File: config.mk
export PLATFORM = sky130hd
export DESIGN_NAME = bus_addr_decoder
export DESIGN_NICKNAME = d
export VERILOG_FILES = /design/src/rtl/bus_addr_decoder.sv
export SDC_FILE = /design/constraint.sdc
export NUM_CORES = 1
export LEC_CHECK = 0
export BUFFER_PORTS_ARGS = -buffer_cell sky130_fd_sc_hd__buf_2
export CAP_MARGIN = 5
export CORE_UTILIZATION = 48
export DETAILED_ROUTE_END_ITERATION = 16
export GPL_TIMING_DRIVEN = 0
export PLACE_DENSITY = 0.95
export SLEW_MARGIN = 10
export SYNTH_ARGS = -nofsm -noshare
export SYNTH_HDL_FRONTEND = slang
export SYNTH_SLANG_ARGS = --single-unit
File: constraint.sdc
create_clock -name clk -period 5.39 [get_ports clk]
set_input_delay 1.078 -clock clk [delete_from_list [all_inputs] [get_ports clk]]
set_output_delay 1.078 -clock clk [all_outputs]
set_load 0.03 [all_outputs]
File: src/rtl/bus_addr_decoder.sv
// Address decoder and read-return mux for a data memory plus NSLV peripheral windows.
// Zero-wait writes, RD_LAT+1 cycle reads; optional write protection under DECODER_WP_EN.
module bus_addr_decoder #(
  parameter int          AW            = 32,
  parameter int          DW            = 32,
  parameter int          NSLV          = 2,
  parameter int          MEM_AW        = 8,
  parameter logic [31:0] PERIPH_BASE   = 32'h0000_0800,
  parameter logic [31:0] PERIPH_STRIDE = 32'h0000_0100,
  parameter int          PERIPH_AW     = 4,
  parameter int          RD_LAT        = 1,
  localparam int         SELW          = $clog2(NSLV + 2)
) (
  input  logic                   clk,
  input  logic                   rst_n,
  input  logic                   req,
  input  logic                   we,
  input  logic [AW-1:0]          addr,
  input  logic [(NSLV+1)*DW-1:0] rdata_bus,
`ifdef DECODER_WP_EN
  input  logic [NSLV:0]          wp_mask,
`endif
  output logic                   wem,
  output logic [NSLV-1:0]        we_per,
  output logic [SELW-1:0]        rdsel,
  output logic [DW-1:0]          rdata,
  output logic                   ready,
  output logic                   err,
  output logic [AW-1:0]          err_addr,
  input  logic                   err_clr
);

  typedef enum logic {
    IDLE    = 1'b0,
    RD_WAIT = 1'b1
  } state_t;

  state_t          r_state;
  state_t          w_state_nxt;
  logic [2:0]      r_cnt;
  logic [SELW-1:0] r_rdsel;
  logic            r_err;
  logic [AW-1:0]   r_err_addr;

  logic [NSLV-1:0] w_phit;
  logic            w_mem_hit;
  logic [SELW-1:0] w_sel;
  logic            w_accept;
  logic            w_wr_acc;
  logic            w_rd_acc;
  logic            w_wp_blk;
  logic            w_miss;
  logic            w_rd_done;
  logic [DW-1:0]   w_rd_slice;

  // Peripheral window tags, computed at elaboration from base and stride.
  for (genvar k = 0; k < NSLV; k++) begin : g_phit
    localparam logic [AW-1:0] BASE = AW'(PERIPH_BASE) + AW'(k) * AW'(PERIPH_STRIDE);
    localparam logic [AW-1:0] TAG  = BASE >> PERIPH_AW;
    assign w_phit[k] = (addr[AW-1:PERIPH_AW] == TAG[AW-PERIPH_AW-1:0]);
  end

  assign w_mem_hit = (addr[AW-1:MEM_AW] == '0);

  // Descending scan so the lowest-numbered hit wins; memory beats all peripherals.
  always_comb begin
    w_sel = '0;
    for (int k = NSLV - 1; k >= 0; k--) begin
      if (w_phit[k]) w_sel = SELW'(k + 2);
    end
    if (w_mem_hit) w_sel = SELW'(1);
  end

`ifdef DECODER_WP_EN
  always_comb begin
    w_wp_blk = 1'b0;
    for (int k = 0; k <= NSLV; k++) begin
      if (w_sel == SELW'(k + 1) && wp_mask[k]) w_wp_blk = we;
    end
  end
`else
  assign w_wp_blk = 1'b0;
`endif

  // rst_n gating keeps the combinational outputs quiet while reset is held.
  assign w_accept  = rst_n && (r_state == IDLE) && req;
  assign w_wr_acc  = w_accept && we;
  assign w_rd_acc  = w_accept && !we;
  assign w_miss    = w_accept && ((w_sel == '0) || w_wp_blk);
  assign w_rd_done = rst_n && (r_state == RD_WAIT) && (r_cnt == 3'd0);

  always_comb begin
    wem    = 1'b0;
    we_per = '0;
    if (w_wr_acc && !w_wp_blk) begin
      if (w_sel == SELW'(1)) wem = 1'b1;
      for (int k = 0; k < NSLV; k++) begin
        if (w_sel == SELW'(k + 2)) we_per[k] = 1'b1;
      end
    end
  end

  always_comb begin
    w_rd_slice = '0;
    for (int k = 0; k <= NSLV; k++) begin
      if (r_rdsel == SELW'(k + 1)) w_rd_slice = rdata_bus[k*DW +: DW];
    end
  end

  assign ready = w_wr_acc || w_rd_done;
  assign rdata = w_rd_done ? w_rd_slice : '0;

  always_comb begin
    w_state_nxt = r_state;
    case (r_state)
      IDLE:    if (w_rd_acc) w_state_nxt = RD_WAIT;
      RD_WAIT: if (r_cnt == 3'd0) w_state_nxt = IDLE;
      default: w_state_nxt = IDLE;
    endcase
  end

  always_ff @(posedge clk or negedge rst_n) begin
    if (!rst_n) begin
      r_state <= IDLE;
      r_cnt   <= 3'd0;
      r_rdsel <= '0;
    end else begin
      r_state <= w_state_nxt;
      if (w_rd_acc) begin
        r_rdsel <= w_sel;
        r_cnt   <= 3'(RD_LAT);
      end else if (r_state == RD_WAIT && r_cnt != 3'd0) begin
        r_cnt <= r_cnt - 3'd1;
      end
    end
  end

  // A fresh miss overrides a same-cycle clear so its address is not lost.
  always_ff @(posedge clk or negedge rst_n) begin
    if (!rst_n) begin
      r_err      <= 1'b0;
      r_err_addr <= '0;
    end else if (w_miss && (!r_err || err_clr)) begin
      r_err      <= 1'b1;
      r_err_addr <= addr;
    end else if (err_clr) begin
      r_err      <= 1'b0;
      r_err_addr <= '0;
    end
  end

  assign rdsel    = r_rdsel;
  assign err      = r_err;
  assign err_addr = r_err_addr;

endmodule

==> key figures, run 1 <==
Synth
  • Synth async-reset ratio: 1.00
  • Post-synth EDFFs: 0
  • Unique masters post-synth: 32
  • Post-synthesis cell count: 380
  • Ys flop type: dfrtp_1
  • Syn_area_per_cell: between 8 and 9 sq um
  • Mapped cell area: between 0.003 and 0.004 sq mm
  • FF+latch count, synth: 39
  • Ys Warns: 0
  • Sequential area share after synthesis: 0.288
  • Mapped Nets: 515

Worst setup path
  • CP Data Arrival Time: 3440 ps
  • Largest delay contributor family on the critical path: buffers and inverters
  • Crit path top cell by count: buf_2
  • Worst setup EP type: output pin
  • CP max stage cell: buf_2
  • Critical Path Start Type: input pin
  • Crit Path Max Fanout: between 40 and 50
  • Critical path buffers and inverters: 4
  • Crit-path cells: buf_2, nand3b_1, clkbuf_1, inv_1, nand2_1, nor4_2, buf_2
  • Worst path max stage delay: ~700 ps
  • WS Path Type: input pin to output pin
  • Critical Path RT: 4310 ps

Clock network
  • Clock slew at reported path FFs: roughly 70 ps
  • TritonCTS clock tree: built
  • Post-CTS setup buffer count: 0
  • CTS resizes: 0
  • CTS HTree Levels: 2
  • CTS Sinks: 39
  • Clock Latency Late Sink: 300 ps
  • Deepest clock path buffer count: 2
  • Hold_buf cts: 0
  • Root Driver: clkbuf_8
  • Total CTS buffers: 5

Pwr
  • Power share of the sequential group: 0.358
  • Net Sw Power: 0.476 mW
  • Comb pwr share: 0.451
  • Leak pwr: about 2.2 nW
  • Pwr dens: roughly 250 mW/mm^2
  • Total power: 1.16 mW
  • Power Internal: 0.681 mW
  • Peak VDD IR: 0.199 mV
  • Switching part of the total power: 0.411
  • Clock power frac: 0.191

Status
  • Outcome: completed

GRT
  • Vias in the first global route: 3785
  • First-pass GRT wire length: roughly 18 mm
  • GRT Max-Usage Layer: met2
  • Grt met3 use: 0.0539
  • Met1 usage: 0.334
  • GR Overflow Total: 0
  • Pin count of the biggest net entering global routing: 42
  • Initial antenna violation count: 0
  • Met2 Use GR: 0.579
  • Overall fraction of global-route tracks in use: 0.309

Placed design
  • GP Congestion: between 0.8 and 0.9
  • DP HPWL: a little over 9 mm
  • Buffers on Ports: approximately 200

Floorplanning
  • Die Y: ~86 microns
  • # IOs: 204
  • Horiz. Die Dim: between 80 and 90 microns
  • Core region area: 0.00679 sq mm
  • Initial core utilization: 0.498
  • Num rows: 30
  • Die ar.: 0.00739 sq mm

Route
  • Antenna Nets Post-Route: 0
  • Initial DRC count: 187
  • WL/cell: 17.0 microns
  • Post-Route WL: 11.7 mm
  • DR vias: ~4000
  • Pre-antenna DRT Iters: 5
  • Via density: 5.71
  • DRC violations left: 0

Timing
  • Final Hold Fails: 0
  • Worst hold slack: between 500 and 600 ps
  • Fin crit share: 0.839
  • Pins Over Slew Limit: 0
  • Minimum clock period: around 4500 ps
  • Final setup violation count: 0
  • Unrepaired setup endpoints after global routing: no
  • Worst Max-Slew Pin Slew: 945 ps
  • Post-Route Skew: 5.59 ps
  • Slew margin rel.: 0.370
  • F_max: about 220 MHz
  • Setup_tns: 0 ps

Run
  • Max cap viols: 0

Min path
  • Hold Crit Class: flip-flop to flip-flop

Final layout
  • # diodes: 0
  • Fillers: ~530
  • Share of cells above drive strength 1: 0.475
  • Nets: 725
  • Area Growth Syn to Fin: 36.5%
worst min-delay path, cell delays in order (launching register included):
cell and delay (ps):
dfrtp_1 360, xnor2_1 80, o21ai_1 60
per-stage QoR:
| step | instances | utilization | worst slack (ps) | area (sq um) |
|---|---|---|---|---|
| final | 687 | 0.680 | 867 | 4620 |
| after global routing | 687 | 0.680 | 626 | 4620 |
| after CTS | 687 | 0.680 | 883 | 4620 |
| after detailed placement | 679 | 0.665 | 882 | 4520 |
| after global placement | 679 | 0.665 | 1000 | 4520 |
| after floorplan | 380 | - | 1700 | 3380 |
power by group through the flow:
stage               Clock [mW]  Sequential [mW]  Combinational (mW)
finish                   0.220            0.414               0.522
global route             0.234            0.421               0.560
CTS                      0.221            0.412               0.523
detailed placement           0            0.417               0.519
global placement             0            0.411               0.502
floorplan                    0            0.516               0.239
cell usage after synthesis, types with 4 or more instances:
cell type  instances  area [sq um]
mux2_1            11           124
nor4_1             5          31.3
clkbuf_1          22          82.6
buf_6              7          78.8
o221ai_1           4          35.0
inv_1             35           131
o221ai_2          28           420
nand2_1           34           128
dfrtp_1           39           976
nor2_1            40           150
mux2_2            21           236
buf_2              6          30.0
a22oi_1           64           480
nor2b_1           35           219
worst paths after layout:
kind | start | endpoint | slack (ps) | cells past startpoint
worst max-delay path | rst_n | we_per[1] | 870 | 7
worst max register to register | err$_DFFE_PN0P_ | err_addr[6]$_DFFE_PN0P_ | 3750 | 5
worst min-delay path | r_cnt[0]$_DFFE_PN0P_ | r_cnt[0]$_DFFE_PN0P_ | 540 | 2
worst min register to register | r_cnt[0]$_DFFE_PN0P_ | r_cnt[0]$_DFFE_PN0P_ | 540 | 2
max in group asynchronous | rst_n | err_addr[24]$_DFFE_PN0P_ | 3870 | 1
min in group asynchronous | rst_n | err_addr[7]$_DFFE_PN0P_ | 920 | 1
cells by family (layout without fill, tap and decap cells):
family	Yosys count	count (layout)	share of synthesized area
AO/OA/AOI/OAI	107	107	0.311
AND/OR/NAND/NOR	127	127	0.186
flip-flops	39	39	0.288
buffers and inverters	72	283	0.0987
XOR/XNOR	1	1	0.00259
adder cells (fa/ha/maj)	2	2	0.00739
multiplexers	32	32	0.106
placed cells by master (no fill, tap or decap), types with 3 or more instances in the layout:
master	synthesis	routed
mux2_2	21	21
buf_6	7	7
nand3_1	3	3
clkbuf_1	22	23
mux2_1	11	11
o221ai_1	4	4
nor4_1	5	5
o221ai_2	28	28
buf_2	6	209
o21ai_1	3	3
nor2_1	40	40
nand2_1	34	34
dfrtp_1	39	39
clkbuf_8	0	7
a22oi_1	64	64
nor4_2	3	3
inv_1	35	35
nor2b_1	35	35
area by class of cell:
| cell class | count | area [sq um] | area share |
|---|---|---|---|
| Buffer | 36 | 199 | 0.0431 |
| Inverter | 36 | 135 | 0.0292 |
| Sequential cell | 39 | 976 | 0.211 |
| Clock buffer | 8 | 100 | 0.0217 |
| Multi-Input combinational cell | 269 | 2070 | 0.449 |
| Tap cell | 96 | 120 | 0.0260 |
| Timing Repair Buffer | 203 | 1020 | 0.220 |
per-layer routing:
layer / share of wire / routed length [microns]
met1: 0.36 / 4240
met2: 0.53 / 6180
met3: 0.077 / 899
met4: 0.031 / 365
met5: 0 / 0
state kept, by name (all words and copies together), names as in the netlist:
| register | count |
|---|---|
| rdsel | 2 |
| err_addr | 32 |
| r_state | 1 |
| err | 1 |
| r_cnt | 3 |
Power figures use the tool's default switching activity.
==> run 2, diff against run 1 <==
--- a/config.mk
+++ b/config.mk
@@ -7,10 +7,10 @@
 export LEC_CHECK = 0
 export BUFFER_PORTS_ARGS = -buffer_cell sky130_fd_sc_hd__buf_2
 export CAP_MARGIN = 5
-export CORE_UTILIZATION = 48
+export CORE_UTILIZATION = 44
 export DETAILED_ROUTE_END_ITERATION = 16
 export GPL_TIMING_DRIVEN = 0
-export PLACE_DENSITY = 0.95
+export PLACE_DENSITY = 0.92
 export SLEW_MARGIN = 10
 export SYNTH_ARGS = -nofsm -noshare
 export SYNTH_HDL_FRONTEND = slang
==> constraint.sdc (replaced) <==
create_clock -name clk -period 4.7 [get_ports clk]
set_input_delay 0.94 -clock clk [delete_from_list [all_inputs] [get_ports clk]]
set_output_delay 0.94 -clock clk [all_outputs]
set_load 0.03 [all_outputs]
==> run 2 against run 1 <==
First-iteration DRC count rose by 9.1%. Non-clock buffer count did not move. Combinational power up 15%. Largest cell class unchanged. Sequential power rose by 15%. Cell count is 0.44% higher. Die area grew 8.9%.
==> key figures, run 2 (synthesized netlist as in run 1, its figures left out) <==
Status
  • Outcome: completed

Floorplanning
  • # IOs: 204 (unchanged)
  • Num rows: 31 (+3.3%)
  • Core region area: 0.00733 sq mm (+7.9%)
  • Die ar.: 0.00805 sq mm (+8.9%)
  • Initial core utilization: 0.462 (-0.0365)
  • Die Y: 89.7 microns (+4.3%)
  • Horiz. Die Dim: 89.7 microns (+4.3%)

Final layout
  • Area Growth Syn to Fin: 36.6% (about the same)
  • Share of cells above drive strength 1: 0.475 (unchanged)
  • Seq. cell area: 976 sq um (unchanged)
  • Fillers: 623 (+17%)
  • Fin util: 0.631 (-0.0493)
  • Area of the multi-input gates: 0.00207 sq mm (unchanged)
  • Nets: 725 (unchanged)
  • Most frequent cells in the layout: buf_2 (209), a22oi_1 (64), nor2_1 (40)
  • # diodes: 0 (unchanged)
  • Commonest non-fill, non-tap cell in the layout: buf_2
  • Max FFs per register: 32 (unchanged)

Placed design
  • GP Congestion: 1.04 (+19%)
  • Buffers on Ports: 203 (unchanged)
  • DP HPWL: 9.43 mm (+2.9%)

Worst setup path
  • Crit-path cells: buf_2, nand3b_1, clkbuf_1, inv_1, nand2_1, nor4_2, buf_2
  • Critical path buffers and inverters: 4 (unchanged)
  • Largest delay contributor family on the critical path: buffers and inverters
  • R2r setup slk: 3090 ps (-660 ps)
  • Critical Path Start Type: input pin
  • WS Path Type: input pin to output pin
  • Worst setup EP type: output pin
  • Crit path top cell by count: buf_2
  • Worst path max stage delay: 690 ps (about the same)
  • Critical Path RT: 3760 ps (-550 ps)
  • Crit Path Max Fanout: 41 (unchanged)
  • Worst reg-to-reg path cell count: 4 (-1)
  • CP Data Arrival Time: 3290 ps (-150 ps)
  • CP max stage cell: buf_2
  • WP depth: 7 (unchanged)

Timing
  • F_max: ~240 MHz
  • Fin crit share: 0.899
  • Setup_tns: 0 ps (unchanged)
  • Unrepaired setup endpoints after global routing: no
  • Slew margin rel.: 0.378 (+0.00872)
  • Worst Max-Slew Pin Slew: 932 ps (-13.1 ps)
  • Final setup violation count: 0 (unchanged)
  • Pins Over Slew Limit: 0 (unchanged)
  • Post-Route Skew: 4.13 ps (-1.46 ps)
  • Final Hold Fails: 0 (unchanged)
  • Minimum clock period: 4230 ps

Route
  • DRC violations left: 0 (unchanged)
  • Post-Route WL: 12.0 mm (+2.6%)
  • Antenna Nets Post-Route: 0 (unchanged)
  • DR vias: 3934 (+0.36%)
  • WL/cell: 17.4 microns (+2.1%)
  • Via density: 5.70 (about the same)
  • Pre-antenna DRT Iters: 5 (unchanged)
  • Initial DRC count: 204 (+9.1%)

GRT
  • Pin count of the biggest net entering global routing: 42 (unchanged)
  • GR Overflow Total: 0 (unchanged)
  • Initial antenna violation count: 0 (unchanged)
  • Overall fraction of global-route tracks in use: 0.285 (-0.0241)
  • Vias in the first global route: 3888 (+2.7%)
  • First-pass GRT wire length: 18.6 mm (+3.9%)

Clock network
  • CTS resizes: 0 (unchanged)
  • Deepest clock path buffer count: 2 (unchanged)
  • Root Driver: clkbuf_8
  • CTS Sinks: 39 (unchanged)
  • CTS HTree Levels: 2 (unchanged)
  • TritonCTS clock tree: built
  • Clock slew at reported path FFs: 80 ps (about the same)
  • Hold_buf cts: 0 (unchanged)
  • Post-CTS setup buffer count: 0 (unchanged)
  • Clock Latency Late Sink: 300 ps (about the same)
  • Total CTS buffers: 5 (unchanged)

Min path
  • Hold Crit Depth: 2 (unchanged)
  • Hold Crit Class: flip-flop to flip-flop

Pwr
  • Peak VDD IR: 0.255 mV (+28%)
  • Pwr dens: 288 mW/mm^2 (+15%)
  • Leak pwr: 2.21 nW (unchanged)

Run
  • Max cap viols: 0 (unchanged)
[run 2: cell counts in the layout (fill, tap and decap cells not counted)]
Identical to the previous run, type by type.
[run 2: final timing paths]
check	from	to
worst min-delay path	r_cnt[0]$_DFFE_PN0P_	r_cnt[0]$_DFFE_PN0P_
worst min register to register	r_cnt[0]$_DFFE_PN0P_	r_cnt[0]$_DFFE_PN0P_
min in group asynchronous	rst_n	err_addr[9]$_DFFE_PN0P_
worst max-delay path	rst_n	we_per[1]
max in group asynchronous	rst_n	err_addr[28]$_DFFE_PN0P_
worst max register to register	r_state$_DFF_PN0_	err_addr[28]$_DFFE_PN0P_
[run 2: layer usage]
metal  vias to the layer above  wire [microns]  track usage
met4                         0             471        0.150
met3                        40             889       0.0533
met1                      1867            4300        0.303
li1                       1802               -            -
met2                       225            6320        0.530
met5                         -               0            0
[run 2: metrics by stage]
step	hold slack, ps	instance area, sq um	setup WS, ps	std cells	power, mW
after floorplan	496	3380	1280	380	0.866
after global placement	518	4520	587	682	1.05
after detailed placement	514	4520	484	682	1.07
after CTS	536	4620	474	690	1.33
after global routing	572	4620	226	690	1.40
final	534	4620	473	690	1.33
[run 2: layout make-up]
| type | count | share of cell area |
|---|---|---|
| buffer | 36 | 0.0430 |
| inverter | 36 | 0.0292 |
| clock buffer | 8 | 0.0216 |
| sequential | 39 | 0.211 |
| tap | 99 | 0.0268 |
| multi-input combinational | 269 | 0.449 |
| timing repair buffer | 203 | 0.220 |
[run 2: report_power, final]
group / internal, mW / switching [mW] / total, mW
clock: 0.134 / 0.122 / 0.256
combinational: 0.231 / 0.370 / 0.601
sequential: 0.416 / 0.0591 / 0.475
[run 2: worst reg2reg max path: cells and delay by family (launching register included)]
family	cells	cell delay (ps)
and+or+nand+nor	1	280
DFF	1	390
AOI/OAI and AO/OA	2	470
buffers and inverters	1	340
==> run 3, diff against run 2 <==
--- a/config.mk
+++ b/config.mk
@@ -10,7 +10,7 @@
 export CORE_UTILIZATION = 44
 export DETAILED_ROUTE_END_ITERATION = 16
 export GPL_TIMING_DRIVEN = 0
-export PLACE_DENSITY = 0.92
+export PLACE_DENSITY_LB_ADDON = 0.1
 export SLEW_MARGIN = 10
 export SYNTH_ARGS = -nofsm -noshare
 export SYNTH_HDL_FRONTEND = slang
==> run 3 against run 2 <==
Utilization decreased by 0.26 points. Via count decreased by 4.4%. Sequential power about the same. Cell count unchanged. Critical path depth unchanged. Highest routed layer unchanged. Flip-flop and latch count unchanged. Combinational power decreased by 1%. Maximum frequency increased by 2.4%. Largest cell class unchanged. Sequential share of layout area increased by 0.086 points. Die area unchanged. Global-route usage increased by 0.10 points. Largest power group unchanged. Clock power decreased by 11%.
==> key figures, run 3 (synthesized netlist as in run 1, its figures left out) <==
Status
  • Outcome: completed

Timing
  • Post-Route Skew: 7.30 ps (+3.17 ps)
  • Worst Max-Slew Pin Slew: 923 ps (-9.69 ps)
  • F_max: 242 MHz (+2.4%)
  • Minimum clock period: 4130 ps (-97.5 ps)
  • Fin crit share: 0.879 (-0.0207)
  • Final Hold Fails: 0 (unchanged)
  • Setup_tns: 0 ps (unchanged)
  • Pins Over Slew Limit: 0 (unchanged)
  • Unrepaired setup endpoints after global routing: no
  • Final setup violation count: 0 (unchanged)
  • Slew margin rel.: 0.385 (+0.00646)

Final layout
  • Nets: 725 (unchanged)
  • Max FFs per register: 32 (unchanged)
  • # diodes: 0 (unchanged)
  • Fin util: 0.628 (-0.00256)
  • Area Growth Syn to Fin: 36.1%
  • Share of cells above drive strength 1: 0.474 (-0.00169)
  • Fillers: 680 (+9.1%)
  • Most frequent cells in the layout: buf_2 (209), a22oi_1 (64), nor2_1 (40)
  • Commonest non-fill, non-tap cell in the layout: buf_2

Worst setup path
  • Crit Path Max Fanout: 41 (unchanged)
  • CP startpoint: rst_n
  • CP Data Arrival Time: 3190 ps (-100 ps)
  • WS Path Type: input pin to output pin
  • Worst setup EP type: output pin
  • Critical Path Start Type: input pin
  • R2r startpoint: err$_DFFE_PN0P_
  • Critical Path RT: 3760 ps (about the same)

Min path
  • Hold Crit Class: flip-flop to flip-flop
  • Worst Min Path Start: r_cnt[0]$_DFFE_PN0P_

Clock network
  • CTS resizes: 0 (unchanged)
  • Post-CTS setup buffer count: 0 (unchanged)
  • Clock slew at reported path FFs: 70 ps (about the same)
  • CTS HTree Levels: 2 (unchanged)
  • Root Driver: clkbuf_8
  • TritonCTS clock tree: built
  • Hold_buf cts: 0 (unchanged)
  • Clock Latency Late Sink: 300 ps (about the same)
  • CTS Sinks: 39 (unchanged)
  • Total CTS buffers: 5 (unchanged)
  • Deepest clock path buffer count: 2 (unchanged)

Floorplanning
  • Die ar.: 0.00805 sq mm (unchanged)
  • # IOs: 204 (unchanged)
  • Initial core utilization: 0.462 (unchanged)
  • Horiz. Die Dim: 89.7 microns (unchanged)
  • Core region area: 0.00733 sq mm (unchanged)
  • Num rows: 31 (unchanged)
  • Die Y: 89.7 microns (unchanged)

Pwr
  • Peak VDD IR: 0.180 mV (-30%)
  • Leak pwr: 2.20 nW (-0.42%)
  • Pwr dens: 280 mW/mm^2 (-2.6%)

Placed design
  • Buffers on Ports: 203 (unchanged)
  • GP Congestion: 0.891 (-14%)
  • DP HPWL: 8.97 mm (-4.9%)

GRT
  • Vias in the first global route: 3811 (-2.0%)
  • Initial antenna violation count: 0 (unchanged)
  • First-pass GRT wire length: 18.7 mm (+1.0%)
  • Overall fraction of global-route tracks in use: 0.286 (+0.00104)
  • Pin count of the biggest net entering global routing: 42 (unchanged)
  • GR Overflow Total: 0 (unchanged)

Route
  • WL/cell: 16.6 microns (-4.2%)
  • DR vias: 3761 (-4.4%)
  • Post-Route WL: 11.5 mm (-4.2%)
  • Pre-antenna DRT Iters: 5 (unchanged)
  • Initial DRC count: 226 (+11%)
  • Via density: 5.45 (-4.4%)
  • DRC violations left: 0 (unchanged)
  • Antenna Nets Post-Route: 0 (unchanged)

Run
  • Max cap viols: 0 (unchanged)
-- run 3: cell count changes in the layout (fill, tap and decap cells not counted), sizes merged --
cell | before | now
clkbuf | 30 | 29
clkinv | 1 | 2
-- run 3: area by class of cell --
class	count	area (sq um)	share of cell area
Buffer	36	199	0.0432
Clock buffer	7	76.3	0.0166
Clock inverter	1	5.00	0.00109
Inverter	36	135	0.0293
Multi-Input combinational cell	269	2070	0.450
Sequential cell	39	976	0.212
Tap cell	99	124	0.0269
Timing Repair Buffer	203	1020	0.221
-- run 3: stage by stage --
stage	instances	hold slack, ps	cell area [sq um]	setup WS [ps]	power [mW]
3_3_place_gp	682	514	4520	508	1.05
2_1_floorplan	380	496	3380	1280	0.866
3_5_place_dp	682	527	4520	575	1.07
4_1_cts	690	548	4610	548	1.30
5_1_grt	690	585	4610	258	1.37
6_report	690	542	4610	571	1.29
-- run 3: critical path, stage by stage --
cell      delay (ps)
buf_2            690
nand3b_1         380
clkbuf_1         350
inv_1            100
nand2_1          170
nor4_2           290
buf_2            240
-- run 3: path summary, 6_finish.rpt --
path | to | slack (ps) | depth (start not counted)
worst min register to register | r_cnt[0]$_DFFE_PN0P_ | 540 | 2
worst min-delay path | r_cnt[0]$_DFFE_PN0P_ | 540 | 2
min in group asynchronous | err_addr[7]$_DFFE_PN0P_ | 770 | 1
max in group asynchronous | err_addr[24]$_DFFE_PN0P_ | 3350 | 1
worst max-delay path | we_per[1] | 570 | 7
worst max register to register | err_addr[31]$_DFFE_PN0P_ | 3110 | 5
-- run 3: where the power goes --
| part | switching (mW) | leakage (nW) | total [mW] | internal [mW] |
|---|---|---|---|---|
| sequential | 0.0563 | 0.517 | 0.472 | 0.416 |
| combinational | 0.361 | 1.64 | 0.592 | 0.231 |
| clock | 0.123 | 0.0422 | 0.227 | 0.104 |
| total | 0.541 | 2.20 | 1.29 | 0.751 |
-- run 3: per-layer routing --
layer  global-route usage  vias to the layer above  share of wire
li1                     -                     1799              -
met1                0.362                     1780           0.41
met2                0.487                      156           0.50
met3               0.0525                       26          0.064
met4                0.101                        0          0.022
met5                    0                        -              0
